$ cat config.mk
export PLATFORM = sky130hd
export DESIGN_NAME = msdf_otf_converter
export DESIGN_NICKNAME = d
export VERILOG_FILES = /design/src/rtl/msdf_pkg.sv /design/src/rtl/otf_digit_step.sv /design/src/rtl/msdf_otf_converter.sv
export SDC_FILE = /design/constraint.sdc
export NUM_CORES = 1
export LEC_CHECK = 0
export BUFFER_PORTS_ARGS = -buffer_cell sky130_fd_sc_hd__buf_2
export CAP_MARGIN = 20
export CORE_ASPECT_RATIO = 0.8
export CORE_MARGIN = 1.5
export CORE_UTILIZATION = 63
export CTS_CLUSTER_SIZE = 28
export DETAILED_ROUTE_END_ITERATION = 6
export PLACE_DENSITY = 0.82
export SYNTH_ARGS = -nofsm -noshare
export SYNTH_HDL_FRONTEND = slang
export SYNTH_SLANG_ARGS = --single-unit
$ cat constraint.sdc
create_clock -name clock -period 5.9 [get_ports clock]
set_clock_uncertainty 0.05 [all_clocks]
set_input_delay 0 -clock clock [delete_from_list [all_inputs] [get_ports clock]]
set_output_delay 0 -clock clock [all_outputs]
set_load 0.05 [all_outputs]
$ cat src/rtl/msdf_pkg.sv
// Shared definitions for the MSDF (most-significant-digit-first) datapath blocks.
// Contents:
//   otf_state_t      - on-the-fly converter control states
//   digit_width()    - bits in a two's-complement signed digit for a given radix
//   is_illegal_digit - flags the one code outside -(r-1)..+(r-1), i.e. -r
package msdf_pkg;

  typedef enum logic [1:0] {
    StIdle,
    StAccum,
    StDone
  } otf_state_t;

  function automatic int unsigned digit_width(input int unsigned radix);
    return 32'($clog2(radix)) + 32'd1;
  endfunction

  // The code -r is the only pattern with the sign bit set and all other bits
  // clear; the caller passes the digit zero-extended to 32 bits.
  function automatic logic is_illegal_digit(input logic [31:0] code, input int unsigned dw);
    return code == (32'd1 << (dw - 32'd1));
  endfunction

endpackage

$ cat src/rtl/otf_digit_step.sv
// One on-the-fly conversion step on the Q/QM register pair.
// Q holds the value so far, QM holds Q - 1, so a negative digit never needs a
// borrow to propagate: it just selects QM instead of Q.
// Ports:
//   q, qm           - current Q / QM (W bits)
//   digit           - signed digit, DW bits, two's complement
//   q_next, qm_next - updated pair after shifting in the digit
//   illegal         - digit is the reserved code -RADIX (treated as 0)
module otf_digit_step
  import msdf_pkg::*;
#(
  parameter int unsigned RADIX = 2,
  parameter int unsigned W     = 33,
  localparam int unsigned DW   = digit_width(RADIX)
) (
  input  logic [W-1:0]  q,
  input  logic [W-1:0]  qm,
  input  logic [DW-1:0] digit,
  output logic [W-1:0]  q_next,
  output logic [W-1:0]  qm_next,
  output logic          illegal
);

  localparam int unsigned K = DW - 1;

  logic [W-1:0] d_ext;
  logic [W-1:0] q_sh;
  logic [W-1:0] qm_sh;
  logic [W-1:0] qm_up;
  logic [W-1:0] q_pos;
  logic [W-1:0] q_neg;

  assign illegal = is_illegal_digit(32'(digit), DW);
  assign d_ext   = illegal ? '0 : W'($signed(digit));
  assign q_sh    = q << K;
  assign qm_sh   = qm << K;
  assign qm_up   = qm_sh + W'(RADIX);  // QM*r + r == Q*r
  assign q_pos   = q_sh + d_ext;
  assign q_neg   = qm_up + d_ext;

  always_comb begin
    q_next  = q_sh;
    qm_next = qm_up - W'(1);
    if (!illegal && digit != '0) begin
      if (digit[DW-1]) begin
        q_next  = q_neg;
        qm_next = q_neg - W'(1);
      end else begin
        q_next  = q_pos;
        qm_next = q_pos - W'(1);
      end
    end
  end

endmodule

$ cat src/rtl/msdf_otf_converter.sv
// Digit-serial on-the-fly converter: assembles DIGITS signed digits (MSD first)
// into a W-bit two's-complement word, ready one cycle after the last digit.
// Ports:
//   clock, resetn          - clock, asynchronous active-low reset
//   clear                  - synchronous abort of partial and held results
//   in_valid/in_first      - digit strobe / first-digit marker
//   in_digit               - signed digit, DW bits
//   in_ready               - digit accepted when in_valid && in_ready
//   out_valid/out_ready    - result handshake
//   out_data, out_err      - registered result and illegal-digit flag
module msdf_otf_converter
  import msdf_pkg::*;
#(
  parameter int unsigned RADIX  = 2,
  parameter int unsigned DIGITS = 16,
  localparam int unsigned DW    = digit_width(RADIX),
  localparam int unsigned K     = DW - 1,
  localparam int unsigned W     = K * DIGITS + 1,
  localparam int unsigned CW    = $clog2(DIGITS + 1)
) (
  input  logic          clock,
  input  logic          resetn,
  input  logic          clear,
  input  logic          in_valid,
  input  logic          in_first,
  input  logic [DW-1:0] in_digit,
  output logic          in_ready,
  output logic          out_valid,
  input  logic          out_ready,
  output logic [W-1:0]  out_data,
  output logic          out_err
);

  otf_state_t    state_q, state_d;
  logic [CW-1:0] cnt_q, cnt_d;
  logic [W-1:0]  q_q, q_d;
  logic [W-1:0]  qm_q, qm_d;
  logic          err_q, err_d;
  logic [W-1:0]  data_q, data_d;
  logic          err_out_q, err_out_d;

  logic          accept;
  logic          start;
  logic          take;
  logic [W-1:0]  base_q;
  logic [W-1:0]  base_qm;
  logic [W-1:0]  step_q;
  logic [W-1:0]  step_qm;
  logic          step_illegal;
  logic          err_acc;
  logic [CW-1:0] cnt_inc;

  assign in_ready  = (state_q != StDone) || out_ready;
  assign out_valid = (state_q == StDone);
  assign out_data  = data_q;
  assign out_err   = err_out_q;

  assign accept  = in_valid && in_ready;
  assign start   = accept && in_first;
  // Outside ACCUM only a first digit is meaningful; anything else is dropped.
  assign take    = (state_q == StAccum) ? accept : start;
  assign base_q  = start ? '0 : q_q;
  assign base_qm = start ? '1 : qm_q;
  assign err_acc = (start ? 1'b0 : err_q) | step_illegal;
  assign cnt_inc = start ? CW'(1) : cnt_q + CW'(1);

  otf_digit_step #(
    .RADIX(RADIX),
    .W    (W)
  ) u_step (
    .q      (base_q),
    .qm     (base_qm),
    .digit  (in_digit),
    .q_next (step_q),
    .qm_next(step_qm),
    .illegal(step_illegal)
  );

  always_comb begin
    state_d   = state_q;
    cnt_d     = cnt_q;
    q_d       = q_q;
    qm_d      = qm_q;
    err_d     = err_q;
    data_d    = data_q;
    err_out_d = err_out_q;

    if (state_q == StDone && out_ready) begin
      state_d = StIdle;
    end

    if (take) begin
      q_d   = step_q;
      qm_d  = step_qm;
      err_d = err_acc;
      cnt_d = cnt_inc;
      if (cnt_inc == CW'(DIGITS)) begin
        state_d   = StDone;
        data_d    = step_q;
        err_out_d = err_acc;
      end else begin
        state_d = StAccum;
      end
    end

    if (clear) begin
      state_d   = StIdle;
      cnt_d     = '0;
      q_d       = '0;
      qm_d      = '1;
      err_d     = 1'b0;
      err_out_d = 1'b0;
    end
  end

  always_ff @(posedge clock or negedge resetn) begin
    if (!resetn) begin
      state_q   <= StIdle;
      cnt_q     <= '0;
      q_q       <= '0;
      qm_q      <= '1;
      err_q     <= 1'b0;
      data_q    <= '0;
      err_out_q <= 1'b0;
    end else begin
      state_q   <= state_d;
      cnt_q     <= cnt_d;
      q_q       <= q_d;
      qm_q      <= qm_d;
      err_q     <= err_d;
      data_q    <= data_d;
      err_out_q <= err_out_d;
    end
  end

endmodule

==> results of run 1 <==
==> routing by layer <==
layer | track usage | vias up | routed length (µm)
met5 | 0 | - | 0
met4 | 0.145 | 0 | 571
met3 | 0.0767 | 49 | 1330
met2 | 0.547 | 257 | 6910
met1 | 0.514 | 2486 | 7260
li1 | - | 2494 | -
==> worst max-delay path, cell delays in order (launching register included) <==
cell	delay [ns]
dfrtp_1	0.45
nor3b_2	0.29
nor2_1	0.10
nor2_1	0.26
inv_1	0.14
ha_1	0.39
a31oi_1	0.25
a22oi_1	0.21
ha_1	0.48
nor2_1	0.10
o21ai_0	0.22
o21ai_0	0.22
o21a_1	0.25
o211ai_1	0.49
a21boi_0	0.25
nand4b_1	0.16
a41o_1	0.27
o31ai_1	0.22
==> path summary, 6_finish.rpt <==
check | startpoint | to | slack, ns | cells after the start
hold / removal | clear | q_q[5] | 0.12 | 2
min in group asynchronous | resetn | cnt_q[4] | 0.29 | 3
hold reg to reg | out_data[1] | out_data[1] | 0.43 | 2
max in group asynchronous | resetn | q_q[7] | 5.01 | 3
setup reg to reg | state_q[0] | qm_q[14] | 1.04 | 17
setup / recovery | state_q[0] | qm_q[14] | 1.04 | 17
==> synth_stat cells, types with 6 or more instances <==
master,n,area [µm²]
a21oi_1,58,290
nor3_1,19,95.1
nand4_1,10,62.6
nand2_1,68,255
nand2b_1,8,50.1
o211ai_1,8,60.1
nor2b_1,6,37.5
nand3_1,11,55.1
a31oi_1,9,56.3
xnor2_1,24,210
a211o_1,6,52.6
nor2_1,77,289
ha_1,39,488
a21o_1,10,75.1
dfrtp_1,42,1050
mux2i_1,7,70.1
clkbuf_1,22,82.6
and2_1,22,138
o21a_1,8,60.1
xor2_1,13,114
inv_1,17,63.8
a211oi_1,21,158
dfstp_2,16,420
o21ai_0,44,220
a22oi_1,6,45.0
buf_2,9,45.0
o31ai_1,6,45.0
==> state kept, by name, summed over array words and instances (netlist names) <==
register	count
err_q	1
q_q	16
cnt_q	5
out_data	17
out_err	1
qm_q	16
state_q	2
==> kinds of logic (layout without fill, tap and decap cells) <==
family / after synthesis / after routing / share of synthesized area
xor+xnor: 37 / 37 / 0.0602
flops: 58 / 58 / 0.273
buf+inv: 54 / 72 / 0.0412
compound gates: 214 / 214 / 0.265
fa+ha+maj: 41 / 41 / 0.0981
simple gates: 258 / 258 / 0.238
mux: 12 / 12 / 0.0235
==> metrics by stage <==
stage          utilization  hold WS (ns)  setup WS, ns  instance area (µm²)  cells
2_1_floorplan            -        -0.346          1.32                 5380    674
3_3_place_gp         0.688         0.128          1.28                 5560    782
3_5_place_dp         0.688         0.142          1.17                 5560    782
4_1_cts              0.715        0.0929          1.13                 5790    800
5_1_grt              0.715         0.143         0.653                 5790    800
6_report             0.715         0.121          1.04                 5790    800
==> repair_timing <==
action                                 in CTS  in global routing
endpoints found under the hold margin      43                  0
setup endpoints to repair                   0                  0
hold buffers                                2                  0
==> where the power goes <==
group / internal, µW / switching, µW / leakage [µW]
Sequential: 427 / 21.8 / 0.000746
Combinational: 226 / 386 / 0.00182
Clock: 198 / 178 / 0.0000998
==> cell type report <==
class | count | area, µm²
Fill cell | 665 | 2310
Tap cell | 108 | 135
Clock buffer | 9 | 124
Clock inverter | 7 | 77.6
Inverter | 19 | 71.3
Multi-Input combinational cell | 562 | 3690
Timing Repair Buffer | 37 | 215
Sequential cell | 58 | 1470
==> results by stage, run 1 <==
STA:
- Setup repair after global routing left no endpoint under its margin.
- The total count of hold-check failures in the final report is 0.
- Counting I/O delays and the setup requirement, the final critical path takes 4.86 ns.
- The setup violation total in the final timing report is 0.
- The measured slew at the worst slew-check pin is 0.824 ns.
- In the finished design, the share of the clock period the worst path needs comes to 0.824.
- The timing-limited maximum frequency is 0.206 GHz.
- The worst-case headroom to the max-slew limit is 0.450.
- The final count of pins violating max slew was 0.
- Summed over all failing endpoints, the final setup total negative slack is 0 ns.

Cells and area:
- The most frequent standard cell in the layout excluding fill and tap cells is nor2_1.
- In the layout the commonest cells are nor2_1 (76), nand2_1 (68), a21oi_1 (58).
- The fraction of layout instances using a drive strength above 1 is 0.123.
- The final antenna diode count is 0.
- The layout overhead on the synthesized area is 7.51%.
- The post-layout net count is 736.

Setup path:
- The critical path endpoint category is a register.
- At the worst endpoint, the arrival time is 5.07 ns.
- The required time reported for the critical path endpoint is 6.11 ns.
- STA classifies the critical path startpoint as a register.
- Of all nets on the critical path, the largest fanout is 17.
- The kind of critical path is reg2reg.

Routing:
- In the routed design, unresolved DRC markers number 0.
- The number of DRC markers in iteration 0 is 449.
- In the routed layout, each cell is associated on average with a via count of 6.61.
- The sum of routed wire length over all layers is 16100 µm.
- The detail route stage leaves a number of antenna-violating nets equal to 0.
- The detailed router placed 5286 vias in this run.
- In the final routed layout, each cell accounts on average for 20.1 µm.
- The detailed-router iteration count before antenna repair is 5.

CTS:
- The number of clock sinks is 58.
- The number of gates resized after CTS was 0.
- TritonCTS built the clock tree.
- CTS built an H-tree with a depth of 3.
- The clock reaches the later pin of the worst-skew pair after 0.34 ns.
- The clock passes through at most 2 buffers.
- After clock tree synthesis, the clock-pin slew on the worst setup and hold paths is 0.08 ns.
- The number of buffers created by CTS is 9.
- The cell at the root of the clock tree is clkbuf_8.
- The number of setup buffers added after CTS is 0.

Die:
- The number of top-level pins is 28.
- The height of the die is 85.7 µm.
- The die covers 0.00911 mm².
- The starting utilization of the core area is 0.665.
- In this run the core area contains 29 standard-cell rows.
- The floorplan step set the die width to 106 µm.
- The core region is 0.00809 mm².

Global routing:
- The initial antenna violation count is 0.
- The number of global-route vias before repair was 4944.
- Entering global routing, the biggest net connects 59 pins.
- The wire length of the first global-routing pass is 25700 µm.
- The leftover overflow at the end of global routing is 0.
- Across every metal layer, demand over resource in global routing totals 0.364.

Synthesis:
- The sequential share of the synthesized area is 0.273.
- The number of warnings issued by yosys is 0.
- The instance count of the mapped netlist is 674.
- The average cell area after synthesis is 7.98 µm².
- After synthesis, the netlist uses 74 different library cells.
- Yosys mapped a number of flops with a built-in enable equal to 0.
- For this run, asynchronously set or reset flops after synthesis account for 1.00.
- The number of nets handed over by synthesis was 723.
- The post-synthesis instance area is 0.00538 mm².
- In the synthesized netlist the dominant register cell turns out to be dfrtp_1.
- The synthesized design contains 58 register bits.

Power and ir drop:
- The total power per unit cell area is 248 mW/mm².
- The cell leakage power is 0.00266 µW.
- VDD sags by at most 0.241 mV.
- The sum of internal, switching and leakage power is 1440 µW.

Placed design:
- The number of input and output port buffers inserted is 27.
- The weighted congestion at the end of routability-driven global placement is 1.03.
- The post-DP HPWL is 11900 µm.

Min path:
- The type of the worst min-delay path is in2reg.

Outcome:
- The flow ran to the end, and the final reports show no timing, DRC or antenna violations.

Job:
- Max-cap violations in this run came to 0.
Power figures use the tool's default switching activity.
==> inputs of run 2 (changes only) <==
--- a/config.mk
+++ b/config.mk
@@ -5,14 +5,15 @@
 export SDC_FILE = /design/constraint.sdc
 export NUM_CORES = 1
 export LEC_CHECK = 0
+export ABC_AREA = 1
 export BUFFER_PORTS_ARGS = -buffer_cell sky130_fd_sc_hd__buf_2
 export CAP_MARGIN = 20
 export CORE_ASPECT_RATIO = 0.8
 export CORE_MARGIN = 1.5
-export CORE_UTILIZATION = 63
+export CORE_UTILIZATION = 57
 export CTS_CLUSTER_SIZE = 28
 export DETAILED_ROUTE_END_ITERATION = 6
-export PLACE_DENSITY = 0.82
+export PLACE_DENSITY = 0.78
 export SYNTH_ARGS = -nofsm -noshare
 export SYNTH_HDL_FRONTEND = slang
 export SYNTH_SLANG_ARGS = --single-unit
==> constraint.sdc (replaced) <==
create_clock -name clock -period 3.9 [get_ports clock]
set_clock_uncertainty 0.05 [all_clocks]
set_input_delay 0 -clock clock [delete_from_list [all_inputs] [get_ports clock]]
set_output_delay 0 -clock clock [all_outputs]
set_load 0.05 [all_outputs]
==> results by stage, run 2 <==
Outcome:
- The flow ran to the end, and the final reports show no timing, DRC or antenna violations.

STA:
- The measured slew at the worst slew-check pin was 1.00 ns (+0.180 ns).
- The final count of pins violating max slew is 0 (unchanged).
- The final period demand of the worst path is 3.54 ns (-1.32 ns).
- The setup violation total in the final timing report is 0 (unchanged).
- The total count of hold-check failures in the final report was 0 (unchanged).
- The worst-case headroom to the max-slew limit is 0.329 (-0.121).
- The final total negative setup slack came to 0 ns (unchanged).
- The timing-limited maximum frequency is 0.283 GHz (+37%).
- Setup repair after global routing left no endpoint under its margin.
- The share of the clock period used by the worst path after layout was 0.907 (+0.0830).

Cells and area:
- The fraction of the core area covered by cells at the end of the flow came to 0.664 (-0.0512).
- From synthesis to final layout, the design area changed by 11.5%.
- The fraction of layout instances using a drive strength above 1 is 0.140 (+0.0171).
- The area occupied by multi-input gates is 0.00362 mm² (-1.9%).
- The count of non-filler cells in the finished layout came to 1101 (+38%).
- The number of flip-flops in the largest register is 17 (unchanged).
- The footprint of the flip-flops and latches came to 0.00147 mm² (unchanged).
- Leaving out fill and tap cells, the most frequent cells in the layout are nand2_1 (264), inv_1 (159), nand3_1 (97).
- The post-layout net count is 1009 (+37%).
- The final antenna diode count is 0 (unchanged).
- The count of fill cells added during filler insertion is 912 (+37%).
- Leaving out fill and tap cells, the most frequent cell in the layout is nand2_1.

Routing:
- The number of DRC markers in iteration 0 is 552 (+23%).
- The via count is 5983 (+13%).
- The number of vias per cell after detailed routing is 5.43 (-18%).
- The detailed-router iteration count before antenna repair is 5 (unchanged).
- The count of unresolved DRC violations after routing is 0 (unchanged).
- The sum of routed wire length over all layers is 16300 µm (+1.2%).
- The count of antenna-violating nets left after detailed routing is 0 (unchanged).
- The average detailed-routed wire length per instance is 14.8 µm (-26%).

Synthesis:
- The area share of the largest cell type after synthesis came to 0.181 (-0.0146).
- The total of flip-flops plus latches after synthesis was 58 (unchanged).
- For this run, the leading register cell type out of synthesis is dfrtp_1.
- The most instantiated library cell after synthesis is nand2_1.
- The number of warnings issued by yosys is 0 (unchanged).
- Ranked by total cell area, the synthesized netlist is headed by dfrtp_1 (18%), nand2_1 (17%), inv_1 (10%).
- The instance count of the mapped netlist is 929 (+38%).
- The number of library cell types mapped by synthesis is 49 (-34%).
- The number of enable-type register cells in the synthesized netlist is 0 (unchanged).
- By count the netlist is led by nand2_1 (265), inv_1 (159), nand3_1 (97).
- The post-synthesis instance area is 0.00582 mm² (+8.1%).
- The post-synthesis net count is 978 (+35%).
- The average cell area after synthesis came to 6.26 µm² (-22%).
- The sequential share of the synthesized area came to 0.253 (-0.0204).
- The post-synthesis async set-or-reset flop share is 1.00 (unchanged).
- The biggest area contributor in the post-synthesis netlist is dfrtp_1.

Min path:
- The cell count of the worst hold path came to 4 (+2).
- For hold timing, the worst endpoint is state_q[1].
- The source of the worst hold timing path is out_ready.
- The type of the worst min-delay path is in2reg.

Setup path:
- The startpoint identified for the worst register-to-register timing path is state_q[0].
- The worst setup path is captured at a register.
- The arrival time at the worst endpoint is 3.75 ns (-1.32 ns).
- The endpoint identified for the worst register-to-register timing path is qm_q[14].
- The largest driver fanout on the critical path is 6 (-11).
- The worst reg-to-reg path cell count is 25 (+8).
- The worst setup path is of the reg2reg kind.
- The nature of the critical path startpoint is a register.
- The required time reported for the critical path endpoint is 4.12 ns (-1.99 ns).
- The minimum setup slack among reg-to-reg paths came to 0.36 ns (-0.68 ns).

Power and ir drop:
- The switching part of the total is 0.389 (-0.0183).
- The total power per unit cell area is 392 mW/mm² (+58%).
- The total net switching power is 990 µW (+69%).
- The maximum vdd ir drop is 0.308 mV (+28%).
- The cell leakage power was 0.00353 µW (+33%).
- The clock share of power came to 0.333 (+0.071).
- The internal power is 1550 µW (+83%).
- The power share of the combinational group is 0.402 (-0.024).
- The fraction of power consumed by sequential logic is 0.265 (-0.047).
- The sum of internal, switching and leakage power is 2540 µW (+77%).

Die:
- The height of the die came to 93.3 µm (+9.0%).
- The floorplan die width is 116 µm (+9.0%).
- The die area is 0.0108 mm² (+19%).
- The core box area is 0.00977 mm² (+21%).
- The number of top-level pins was 28 (unchanged).
- The number of placement rows is 32 (+10%).
- The starting utilization of the core area was 0.595 (-0.0698).

Global routing:
- The wire length of the first global-routing pass is 26400 µm (+2.5%).
- The initial antenna violation count is 0 (unchanged).
- The number of global-route vias before repair is 5307 (+7.3%).
- The global router's overall resource usage is 0.313 (-0.0513).
- The largest net degree at the start of global routing came to 59 (unchanged).
- The leftover overflow at the end of global routing is 0 (unchanged).

Placed design:
- The number of input and output port buffers inserted came to 27 (unchanged).
- The post-DP HPWL is 12300 µm (+3.7%).
- The placed instance count is 1080 (+38%).
- The weighted congestion at the end of routability-driven global placement was 0.932 (-9.3%).

CTS:
- The cell sitting at the root of the clock tree is a clkbuf_16.
- The number of clock sinks was 58 (unchanged).
- The clock latency at the later pin of the worst-skew pair was 0.33 ns (about the same).
- The level count of the clock H-tree is 3 (unchanged).
- The clock transition time at the flip-flop clock pins of the worst setup and hold paths is 0.05 ns (-0.03 ns).
- The buffer depth of the longest clock path is 2 (unchanged).
- The number of buffers created by CTS is 9 (unchanged).
- The clock tree from TritonCTS is yes.

Job:
- The number of max-cap violations was 0 (unchanged).
run 2: kinds of logic after synthesis:
group	Yosys count	share of synthesized area
AO/OA/AOI/OAI	134	0.135
buffers and inverters	190	0.131
AND/OR/NAND/NOR	500	0.381
flip-flops	58	0.253
adder cells (fa/ha/maj)	41	0.0908
XOR/XNOR	5	0.00753
multiplexers	1	0.00172
run 2: worst max path at each step:
stage / start / endpoint / slack, ns / cells after the start
floorplan: state_q[0] / qm_q[14] / 0.1 / 30
global placement: state_q[0] / qm_q[14] / 0.37 / 28
detailed placement: state_q[0] / q_q[15] / 0.27 / 23
CTS: state_q[0] / q_q[15] / 0.25 / 23
global route: state_q[0] / qm_q[14] / 0.04 / 28
finish: state_q[0] / qm_q[14] / 0.36 / 25
run 2: layout make-up:
| cell class | instances | area share |
|---|---|---|
| Clock buffer | 11 | 0.0374 |
| Clock inverter | 5 | 0.0122 |
| Inverter | 167 | 0.0970 |
| Multi-Input combinational cell | 681 | 0.559 |
| Sequential cell | 58 | 0.227 |
| Tap cell | 136 | 0.0262 |
| Timing Repair Buffer | 43 | 0.0417 |
run 2: power by group through the flow:
stage / sequential, µW / combinational, µW / clock [µW]
finish: 673 / 1020 / 848
global route: 675 / 1150 / 882
CTS: 672 / 984 / 847
detailed placement: 681 / 976 / 0
global placement: 680 / 968 / 0
floorplan: 685 / 733 / 0
run 2: timing repair:
action | CTS | global route
endpoints found under the setup margin | 0 | 11
buffers inserted | 0 | 2
hold buffers | 3 | 0
hold endpoints to repair | 44 | 0
gates resized for setup | 0 | 13
run 2: through the flow:
step           hold slack [ns]  cell area (µm²)  worst slack (ns)
6_report                0.0576             6480             0.364
5_1_grt                 0.0815             6480            0.0405
4_1_cts                 0.0300             6420             0.248
3_5_place_dp             0.133             6070             0.272
3_3_place_gp             0.134             6070             0.368
2_1_floorplan           -0.346             5820            0.0952
run 2: routing by layer:
layer  part of all wire  GRT usage  vias up
li1                   -          -     3034
met1               0.47      0.463     2680
met2               0.43      0.464      249
met3              0.092     0.0810       20
met4              0.010     0.0488        0
met5                  0          0        -
run 2: worst max-delay path, cell delays in order, from the launching register on:
cell	delay [ns]
dfrtp_1	0.40
inv_2	0.06
nand3_2	0.09
nand2_4	0.08
buf_4	0.15
nand2_4	0.11
ha_4	0.19
nand3_1	0.11
nor2_2	0.18
nand3_1	0.09
nand2_1	0.17
inv_1	0.10
ha_1	0.39
nand2_1	0.12
nor2_1	0.17
nand3_1	0.13
nand4_1	0.09
nand3_1	0.13
nand2_1	0.11
nand2_1	0.06
nor2_1	0.12
nand2_1	0.08
a21oi_1	0.12
nand3_1	0.08
nand2_1	0.06
inv_1	0.04
==> inputs of run 3 (changes only) <==
--- a/config.mk
+++ b/config.mk
@@ -6,13 +6,13 @@
 export NUM_CORES = 1
 export LEC_CHECK = 0
 export ABC_AREA = 1
-export BUFFER_PORTS_ARGS = -buffer_cell sky130_fd_sc_hd__buf_2
 export CAP_MARGIN = 20
 export CORE_ASPECT_RATIO = 0.8
 export CORE_MARGIN = 1.5
-export CORE_UTILIZATION = 57
+export CORE_UTILIZATION = 59
 export CTS_CLUSTER_SIZE = 28
 export DETAILED_ROUTE_END_ITERATION = 6
+export DONT_BUFFER_PORTS = 1
 export PLACE_DENSITY = 0.78
 export SYNTH_ARGS = -nofsm -noshare
 export SYNTH_HDL_FRONTEND = slang
==> results by stage, run 3 (synthesized netlist as in run 2, its figures left out) <==
Outcome:
- The run finished with clean final reports.

Global routing:
- The initial antenna violation count was 0 (unchanged).
- met1 is the most crowded layer.
- The global router's overall resource usage came to 0.325 (+0.0127).
- The leftover overflow at the end of global routing was 0 (unchanged).
- The number of global-route vias before repair was 5469 (+3.1%).
- The routing usage on met3 is 0.0747 (-0.00632).
- The global-route track usage on met2 is 0.466 (+0.00215).
- The largest net degree at the start of global routing came to 59 (unchanged).
- The wire length of the first global-routing pass came to 26800 µm (+1.7%).
- The global routing usage on met1 was 0.482 (+0.0191).

Setup path:
- The minimum setup slack among reg-to-reg paths is 0.26 ns (-0.10 ns).
- The kind of critical path is reg2reg.
- The endpoint of the worst-slack reg-to-reg timing path is qm_q[14].
- The arrival time at the worst endpoint is 3.86 ns (+0.11 ns).
- The required time reported for the critical path endpoint is 4.12 ns (about the same).
- The worst reg-to-reg path cell count is 26 (+4.0%).
- The critical path endpoint category is a register.
- The beginning of the worst register-to-register path is state_q[0].
- The worst setup path is launched from a register.
- The largest driver fanout on the critical path is 11 (+5).
- The launching element of the worst setup path is state_q[0].

Min path:
- In this run the most critical hold path is launched from clear.
- For hold timing, the worst endpoint is qm_q[9].
- The type of the worst min-delay path is in2reg.
- The cell count of the worst hold path is 2 (-2).

STA:
- Setup repair after global routing left no endpoint under its margin.
- The final count of pins violating max slew came to 0 (unchanged).
- The setup violation total in the final timing report is 0 (unchanged).
- The final period demand of the worst path is 3.64 ns (+0.101 ns).
- The total count of hold-check failures in the final report was 0 (unchanged).
- The measured slew at the worst slew-check pin is 0.896 ns (-0.108 ns).
- The share of the clock period used by the worst path after layout came to 0.933 (+0.0260).
- The final total negative setup slack is 0 ns (unchanged).
- The worst-case headroom to the max-slew limit is 0.401 (+0.0720).
- The timing-limited maximum frequency is 0.275 GHz (-2.8%).

Routing:
- The count of unresolved DRC violations after routing came to 0 (unchanged).
- The sum of routed wire length over all layers is 16400 µm (+0.57%).
- The number of DRC markers in iteration 0 is 637 (+15%).
- The average detailed-routed wire length per instance is 15.5 µm (+4.7%).
- The number of vias per cell after detailed routing is 5.63 (+3.6%).
- The count of antenna-violating nets left after detailed routing was 0 (unchanged).
- The via count is 5957 (-0.43%).
- The detailed-router iteration count before antenna repair came to 5 (unchanged).

Placed design:
- The instance area at placement is 0.00589 mm² (-2.9%).
- The post-DP HPWL is 12200 µm (-0.94%).
- The placed instance count is 1033 (-4.4%).
- The weighted congestion at the end of routability-driven global placement is 0.999 (+7.1%).
- The number of input and output port buffers inserted came to 0 (-100%).

Cells and area:
- The number of flip-flops in the largest register came to 17 (unchanged).
- The fraction of the core area covered by cells at the end of the flow was 0.666 (+0.00195).
- The library cells used most frequently in the layout, excluding fill and tap cells, are nand2_1 (261), inv_1 (159), nand3_1 (97).
- The fraction of layout instances using a drive strength above 1 was 0.119 (-0.0205).
- The post-layout net count is 982 (-2.7%).
- The layout overhead on the synthesized area is 10.0%.
- The final design area excluding fillers is 0.00640 mm² (-1.4%).
- The count of fill cells added during filler insertion is 850 (-6.8%).
- Leaving out fill and tap cells, the most frequent cell in the layout is nand2_1.
- The count of non-filler cells in the finished layout is 1058 (-3.9%).

CTS:
- The number of buffers created by CTS was 9 (unchanged).
- The clock tree from TritonCTS is yes.
- The buffer depth of the longest clock path is 2 (unchanged).
- The level count of the clock H-tree is 3 (unchanged).
- The clock latency at the later pin of the worst-skew pair is 0.34 ns (about the same).
- The clock transition time at the flip-flop clock pins of the worst setup and hold paths is 0.06 ns (about the same).
- The number of clock sinks came to 58 (unchanged).
- The cell at the root of the clock tree is clkbuf_16.

Power and ir drop:
- The total power per unit cell area was 401 mW/mm² (+2.4%).
- The cell leakage power was 0.00340 µW (-3.6%).
- The maximum vdd ir drop came to 0.199 mV (-35%).

Die:
- The core box area was 0.00961 mm² (-1.6%).
- The number of placement rows was 32 (unchanged).
- The height of the die is 91.8 µm (-1.7%).
- The floorplan die width was 114 µm (-1.7%).
- The die area is 0.0105 mm² (-3.3%).
- The starting utilization of the core area came to 0.605 (+0.00992).
- The number of top-level pins is 28 (unchanged).

Job:
- The number of max-cap violations came to 0 (unchanged).
run 3: area by class of cell:
class                      count  area (µm²)  share of cell area
timing repair buffer          16         159              0.0248
tap                          119         149              0.0233
sequential                    58        1470               0.230
inverter                     167         629              0.0984
clock buffer                   9         225              0.0352
multi-input combinational    681        3660               0.572
clock inverter                 7         103              0.0160
antenna                        1        2.50            0.000391
run 3: worst max-delay path by stage:
stage / end / slack, ns / cells after the start
floorplan: qm_q[14] / 0.1 / 30
CTS: out_data[16] / 0.12 / 26
detailed placement: qm_q[14] / 0.16 / 27
global route: qm_q[12] / 0.01 / 30
finish: qm_q[14] / 0.26 / 26
global placement: qm_q[14] / 0.25 / 26
run 3: stage by stage:
stage	hold WS, ns	worst slack (ns)	total power [µW]
after floorplan	-0.346	0.0952	1420
after global placement	-0.345	0.247	1610
after detailed placement	-0.345	0.163	1620
after CTS	0.00158	0.117	2520
after global routing	0.0610	0.0116	2730
final	0.0158	0.262	2570
run 3: routing by layer:
layer / vias up / wire length [µm] / part of all wire
li1: 2986 / - / -
met1: 2682 / 7810 / 0.48
met2: 253 / 6860 / 0.42
met3: 36 / 1320 / 0.081
met4: 0 / 364 / 0.022
met5: - / 0 / 0
run 3: worst max-delay path, stage by stage (launching register included):
cell     delay, ns
dfrtp_1       0.40
inv_2         0.08
nand3_2       0.12
nand2_8       0.15
inv_2         0.07
nor2_1        0.10
inv_1         0.10
ha_4          0.19
nand2_2       0.10
nor2_1        0.05
nor2_1        0.17
nor2_4        0.09
ha_1          0.35
nand2_1       0.14
inv_1         0.05
a21oi_1       0.21
nand3_1       0.14
nand2_1       0.08
nand3_1       0.09
nand2_1       0.20
nand2_1       0.08
nor2_1        0.12
nand2_1       0.10
a21oi_2       0.16
nand3_1       0.09
nand2_1       0.06
inv_1         0.03
run 3: power by group:
group | switching (µW) | internal (µW) | total (µW)
Combinational | 695 | 323 | 1020
Clock | 303 | 564 | 867
Sequential | 26.2 | 656 | 682
run 3: what timing repair did:
action                                  in CTS  in global routing
endpoints found under the setup margin       0                 15
hold endpoints to repair                    91                  0
hold buffers                                 7                  0
buffers inserted                             0                  1
resized for setup                            0                 18
